### src/rtl/frame_serializer.sv
// Bit-serial transmitter for interleaved codeword frames.
// Each accepted frame goes out as preamble, then payload MSB first, then one
// even-parity bit, with no gaps. All outputs are registered.
//
// state      | meaning
// -----------+---------------------------------------------------------
// S_IDLE     | waiting for a frame; in_ready high, line quiet
// S_PREAMBLE | sending preamble bits PREAMBLE[PRE_LEN-1] .. PREAMBLE[0]
// S_DATA     | sending payload bits from the shift register MSB
// S_PARITY   | sending the even-parity bit; tx_eof high
module frame_serializer #(
    parameter int          WIDTH    = 44,
    parameter int          PRE_LEN  = 8,
    parameter logic [15:0] PREAMBLE = 16'h00A5
) (
    input  logic             clk,
    input  logic             rst_n,
    input  logic [WIDTH-1:0] in_data,
    input  logic             in_valid,
    output logic             in_ready,
    output logic             tx_bit,
    output logic             tx_en,
    output logic             tx_sof,
    output logic             tx_eof,
    output logic             busy
);

    localparam int MAXL = (PRE_LEN > WIDTH) ? PRE_LEN : WIDTH;
    localparam int CW   = (MAXL > 1) ? $clog2(MAXL) : 1;

    typedef enum logic [1:0] {
        S_IDLE     = 2'd0,
        S_PREAMBLE = 2'd1,
        S_DATA     = 2'd2,
        S_PARITY   = 2'd3
    } state_t;

    state_t           state, state_nxt;
    logic [CW-1:0]    cnt, cnt_nxt;
    logic [WIDTH-1:0] sreg, sreg_nxt;
    logic             par, par_nxt;

    logic             ready_q, busy_q;
    logic             tx_bit_q, tx_en_q, tx_sof_q, tx_eof_q;
    logic             ready_d, busy_d;
    logic             tx_bit_d, tx_en_d, tx_sof_d, tx_eof_d;

    logic             accept;
    logic [15:0]      pre_sh;

    // in_ready is a register so it reads 0 during reset and rises one edge after release
    assign accept   = in_valid && ready_q;
    assign pre_sh   = PREAMBLE >> cnt_nxt;

    assign in_ready = ready_q;
    assign busy     = busy_q;
    assign tx_bit   = tx_bit_q;
    assign tx_en    = tx_en_q;
    assign tx_sof   = tx_sof_q;
    assign tx_eof   = tx_eof_q;

    // State, datapath and registered outputs; async reset abandons any frame in flight
    always_ff @(posedge clk or negedge rst_n) begin
        if (!rst_n) begin
            state    <= S_IDLE;
            cnt      <= '0;
            sreg     <= '0;
            par      <= 1'b0;
            ready_q  <= 1'b0;
            busy_q   <= 1'b0;
            tx_bit_q <= 1'b0;
            tx_en_q  <= 1'b0;
            tx_sof_q <= 1'b0;
            tx_eof_q <= 1'b0;
        end else begin
            state    <= state_nxt;
            cnt      <= cnt_nxt;
            sreg     <= sreg_nxt;
            par      <= par_nxt;
            ready_q  <= ready_d;
            busy_q   <= busy_d;
            tx_bit_q <= tx_bit_d;
            tx_en_q  <= tx_en_d;
            tx_sof_q <= tx_sof_d;
            tx_eof_q <= tx_eof_d;
        end
    end

    // Next state: down-counter holds the index of the bit being sent, reloaded on every state change
    always_comb begin
        state_nxt = state;
        cnt_nxt   = cnt;
        sreg_nxt  = sreg;
        par_nxt   = par;
        case (state)
            S_IDLE: begin
                if (accept) begin
                    state_nxt = S_PREAMBLE;
                    cnt_nxt   = CW'(PRE_LEN - 1);
                    sreg_nxt  = in_data;
                    par_nxt   = ^in_data;
                end
            end
            S_PREAMBLE: begin
                if (cnt == '0) begin
                    state_nxt = S_DATA;
                    cnt_nxt   = CW'(WIDTH - 1);
                end else begin
                    cnt_nxt   = cnt - CW'(1);
                end
            end
            S_DATA: begin
                // the MSB on the line this cycle is consumed, expose the next one
                sreg_nxt = {sreg[WIDTH-2:0], 1'b0};
                if (cnt == '0) begin
                    state_nxt = S_PARITY;
                    cnt_nxt   = '0;
                end else begin
                    cnt_nxt   = cnt - CW'(1);
                end
            end
            S_PARITY: begin
                state_nxt = S_IDLE;
                cnt_nxt   = '0;
            end
            default: begin
                state_nxt = S_IDLE;
                cnt_nxt   = '0;
            end
        endcase
    end

    // Output decode from the upcoming state so every output leaves a flop
    always_comb begin
        tx_bit_d = 1'b0;
        tx_en_d  = (state_nxt != S_IDLE);
        tx_sof_d = 1'b0;
        tx_eof_d = 1'b0;
        busy_d   = (state_nxt != S_IDLE);
        ready_d  = (state_nxt == S_IDLE);
        case (state_nxt)
            S_PREAMBLE: begin
                tx_bit_d = pre_sh[0];
                tx_sof_d = (state == S_IDLE);
            end
            S_DATA: begin
                tx_bit_d = sreg_nxt[WIDTH-1];
            end
            S_PARITY: begin
                tx_bit_d = par_nxt;
                tx_eof_d = 1'b1;
            end
            default: begin
                tx_bit_d = 1'b0;
            end
        endcase
    end

endmodule

### config.mk
export PLATFORM = sky130hd
export DESIGN_NAME = frame_serializer
export DESIGN_NICKNAME = d
export VERILOG_FILES = /design/src/rtl/frame_serializer.sv
export SDC_FILE = /design/constraint.sdc
export NUM_CORES = 1
export LEC_CHECK = 0
export ABC_AREA = 1
export CAP_MARGIN = 20
export CELL_PAD_IN_SITES_DETAIL_PLACEMENT = 1
export CELL_PAD_IN_SITES_GLOBAL_PLACEMENT = 2
export CORE_MARGIN = 2
export CORE_UTILIZATION = 33
export DETAILED_ROUTE_END_ITERATION = 6
export HOLD_SLACK_MARGIN = 0.05
export PLACE_DENSITY_LB_ADDON = 0.08
export SLEW_MARGIN = 20
export SYNTH_ARGS = -nofsm -noshare
export SYNTH_HDL_FRONTEND = slang
export SYNTH_SLANG_ARGS = --single-unit
### constraint.sdc
create_clock -name clk -period 3.45 [get_ports clk]
set_clock_uncertainty 0.15 [all_clocks]
set_input_delay 0.69 -clock clk [delete_from_list [all_inputs] [get_ports clk]]
set_output_delay 0.69 -clock clk [all_outputs]
set_load 0.01 [all_outputs]
# After elaboration in Yosys (flattened, before gate mapping)
# Index checks and enable logic that the tools add are counted.
[word_totals]
reg_bits = 58
inputBits = 47
output_inout_bits = 6
[op_classes]
addsub = 1
eq_ne = 7
shift = 1
n_mux = 15
n_reduce_logical = 8
[ops]
columns = ["op", "count"]
rows = [
  ["44-bit case mux with 2 select lines", 1],
  ["44-bit two-way mux", 1],
  ["44-bit parity", 1],
  ["6-bit case mux with 4 select lines", 1],
  ["6-bit two-way mux", 3],
  ["2-bit equality test (second input constant)", 4],
  ["2-bit case mux with 4 select lines", 1],
  ["8-bit by 6-bit >> shifter with 1-bit output (first input constant)", 1],
  ["6-bit logical NOT", 1],
  ["2-bit two-way mux", 3],
  ["6-bit by 1-bit subtractor with 6-bit output (second input constant)", 1],
  ["2-bit by 1-bit equality test with 1-bit output (second input constant)", 2],
  ["2-bit logical NOT", 2],
  ["1-bit two-way mux", 4],
  ["2-bit nonzero test", 2],
  ["1-bit case mux with 3 select lines", 1],
  ["2-bit != test (second input constant)", 1],
  ["2-bit AND reduction", 1],
  ["1-bit logical AND", 1],
]

# Longest topological paths before layout
[depth]
ltp_word = 5
depth_mapped = 14
mapped_depth_nobuf = 14

# Worst setup path after synthesis
# No wires, ideal clock.
[synth_path]
kind = "input port to flip-flop"
startpoint = "input in_data[11]"
endpoint = "register par"
arrival_ps = 1559
required_time_ps = 3223
path_slack_ps = 1664
path_stages = 12
path_cell_list = "or2_1 nand2_1 nand2_1 nand2_1 nand2_1 nand2_1 nand2_1 nand2_1 nand2_1 nand3_1 nand2_1 a21oi_1"
[synth_between]
elab_chain_cells = 3
[synth_lines]
columns = ["element", "line", "rtl"]
rows = [
  ["from (decl)", "18", "input logic [WIDTH-1:0] in_data,"],
  ["44-bit parity", "101", "par_nxt = ^in_data;"],
  ["1-bit two-way mux", "97", "if (accept) begin"],
  ["1-bit two-way mux", "95", "case (state)"],
  ["named net par_nxt", "41", "logic par, par_nxt;"],
  ["to (signal assigned)", "79", "par <= par_nxt;"],
  ["to (decl)", "41", ""],
]
# The timed path passes the listed nets, and every way through them passes these cells.
# A chain may end at the register's enable or synchronous reset.

# Worst setup path after layout
[layout_path]
startpoint = "input in_valid"
endpoint = "register par"
[layout_between]
elab_chain_cells = 3
[layout_lines]
columns = ["element", "line", "rtl"]
rows = [
  ["from (decl)", "19", "input logic in_valid,"],
  ["1-bit logical AND", "52", "assign accept = in_valid && ready_q;"],
  ["1-bit two-way mux", "97", ""],
  ["1-bit two-way mux", "95", ""],
  ["named net par_nxt", "41", ""],
]
# The timed path passes the listed nets, and every way through them passes these cells.

==> metrics.md <==
| Metric | Value |
|---|---|
| Drt first pass iters | `5` |
| Routability cong. | `slightly below 0.8` |
| Largest net degree at the start of global routing | `44` |
| FMAX | `around 440 MHz` |
| Residual DRC | `0` |
| Top cells by count, synth | `nand2_1, dfrtp_1, inv_1, a22oi_1, nor2_1` |
| Io pins | `53` |
| Critical path peak fanout | `35` |
| CTS Buf Count | `9` |
| Asr flop ratio synth | `100%` |
| Post-synth EDFFs | `0` |
| Sequential-to-total area share from yosys stat | `around two fifths` |
| FP Rows | `38` |
| Antenna-violating nets left | `0` |
| Worst-path clk slew | `around 60 ps` |
| Mapped Nets | `554` |
| WP data arrival | `around 2400 ps` |
| Worst Tran Pin Value | `around 660 ps` |
| CTS Buffer Depth | `2` |
| DPL Wire Length | `just under 7000 um` |
| Distinct cells, synth | `36` |
| Area contributors post-synth | `dfrtp_1, nand2_1, a22oi_1, inv_1, xnor2_1` |
| Layout area overhead | `22.3%` |
| Clock sink count | `58` |
| Power Density | `~340 nW/um^2` |
| Hold Fails Final Rpt | `0` |
| Crit path launch type | `input pin` |
| Post-CTS setup buffer count | `0` |
| IO Port Bufs | `52` |
| # H-tree levels | `3` |
| Drt total wl | `a little over 9000 um` |
| Top-count cell post-synth | `nand2_1` |
| RSZ-0062 raised after global routing | `false` |
| Vias in the first global route | `3437` |
| Tmin final | `2280 ps` |
| Status | `finished, final reports clean` |
| Rel. slew slack | `approximately 56%` |
| Maxcap violations | `0` |
| Initial antenna violation count | `0` |
| Final setup vio count | `0` |
| Gate Count Post-Synth | `505` |
| Final Cycle Share | `between 60 and 70%` |
| Placeable Area | `roughly 11000 um^2` |
| Die footprint | `~12000 um^2` |
| Final nets | `slightly above 600` |
| #FFs+latches synth | `58` |
| P_leak | `roughly 2.4 nW` |
| Syn_area_per_cell | `roughly 7.2 um^2` |
| FILL cells | `about 1400` |
| Worst IR Drop VDD | `between 0.0001 and 0.00015 V` |
| Critical path class | `in2reg` |
| Vias | `between 3000 and 4000` |
| Initial DRC count | `131` |
| CTS tree | `built` |
| Synth top area share | `39.9%` |
| Worst min path class | `in2async` |
| Worst skew pair latency | `~340 ps` |
| First-pass GRT wire length | `around 16000 um` |
| Cells after DPL | `between 600 and 700` |
| Vias per cell | `approximately 4.8` |
| Mapped cell area | `approximately 3600 um^2` |
| Cell taking the most area after synthesis | `dfrtp_1` |
| CTS root buffer | `clkbuf_8` |
| Routed WL per cell | `13.0 um` |
| Layout Cells excl Fill | `between 700 and 800` |
| Setup TNS Final | `0 ps` |
| Antenna cell count | `0` |
| Die Y | `around 110 um` |
| Critical path capture point type | `register` |
| Cts repair resizes | `0` |
| Ratio of cells with drive above 1 in the final layout | `7.83%` |
| Hold_buf cts | `0` |
| Required time of the critical path | `~3600 ps` |
| Pins Over Slew Limit | `0` |
| Main synth FF type | `dfrtp_1` |
| Yosys Warn Count | `0` |
| Total GRT Usage | `roughly 17%` |
| GRT overflow | `0` |
| Die W | `~110 um` |
| Initial Utilization | `approximately 34%` |
-- through the flow --
step,worst slack (ps),cell area [um^2],util (%),power (W),hold slack (ps)
after CTS,1160,4450,41.3,0.00155,243
after detailed placement,832,4260,39.5,0.000947,320
final,1170,4450,41.3,0.00152,225
after floorplan,1660,3640,-,0.000822,244
after global routing,945,4450,41.3,0.00161,264
after global placement,856,4260,39.5,0.000938,314
-- registers in the layout (all words and copies together) (netlist names) --
name / count
sreg: 44
cnt: 6
state: 2
in_ready: 1
par: 1
tx_bit: 1
tx_en: 1
tx_eof: 1
tx_sof: 1
-- power by group --
part	internal (W)	switching, W	leakage, nW
registers	0.000680	0	0.770
logic	0.000106	0.000143	1.57
clock network	0.000333	0.000262	0.101
-- layer usage --
metal	GRT usage [%]	part of all wire, %
met1	22.0	47
met2	28.9	49
met3	2.15	2.5
met4	6.59	1.5
met5	0	0
-- path summary, 6_finish.rpt --
kind	start	endpoint	slack [ps]	cells after the start
setup / recovery	in_valid	par	1170	6
hold / removal	rst_n	sreg[16]	220	1
setup reg to reg	state[0]	par	1320	6
hold reg to reg	sreg[6]	sreg[6]	330	2
max in group asynchronous	rst_n	sreg[21]	2120	2
min in group clk	sreg[6]	sreg[6]	330	2
-- worst max-delay path: stages --
cell             delay, ps
clkdlybuf4s50_1        450
nand2_1                140
nor2_4                 420
buf_4                  450
nor2_1                  90
a21oi_1                130
-- layout by cell type (no fill, tap or decap), types with 2 or more instances in the layout --
cell type / count
dfrtp_1: 58
clkinv_2: 2
xnor2_1: 12
a22oi_1: 41
nor2_8: 2
nor2_2: 2
clkbuf_8: 13
buf_4: 4
o21ai_0: 5
clkdlybuf4s50_1: 51
xor2_1: 9
nand2_1: 244
o22ai_1: 3
nand4_1: 3
ha_1: 2
nor2_1: 23
o21ai_2: 4
nand3_1: 8
inv_2: 6
inv_1: 49
nor2_4: 2
a21oi_1: 3
nand2_2: 2
-- cell families (layout without fill, tap and decap cells) --
group / Yosys count / count (layout) / synth area share [%]
AO/OA/AOI/OAI: 62 / 62 / 12.7
XOR/XNOR: 21 / 21 / 5.05
adder cells (fa/ha/maj): 2 / 2 / 0.687
buffers and inverters: 71 / 128 / 8.87
flip-flops: 58 / 58 / 39.9
AND/OR/NAND/NOR: 291 / 291 / 32.8
-- final cells by class --
class | instances | area [um^2] | area share, %
multi-input combinational | 376 | 1870 | 42.0
sequential | 58 | 1450 | 32.6
timing repair buffer | 56 | 546 | 12.3
inverter | 57 | 221 | 4.97
clock buffer | 13 | 179 | 4.02
tap | 140 | 175 | 3.93
clock inverter | 2 | 10.0 | 0.225
(Power assumes the default switching activity.)
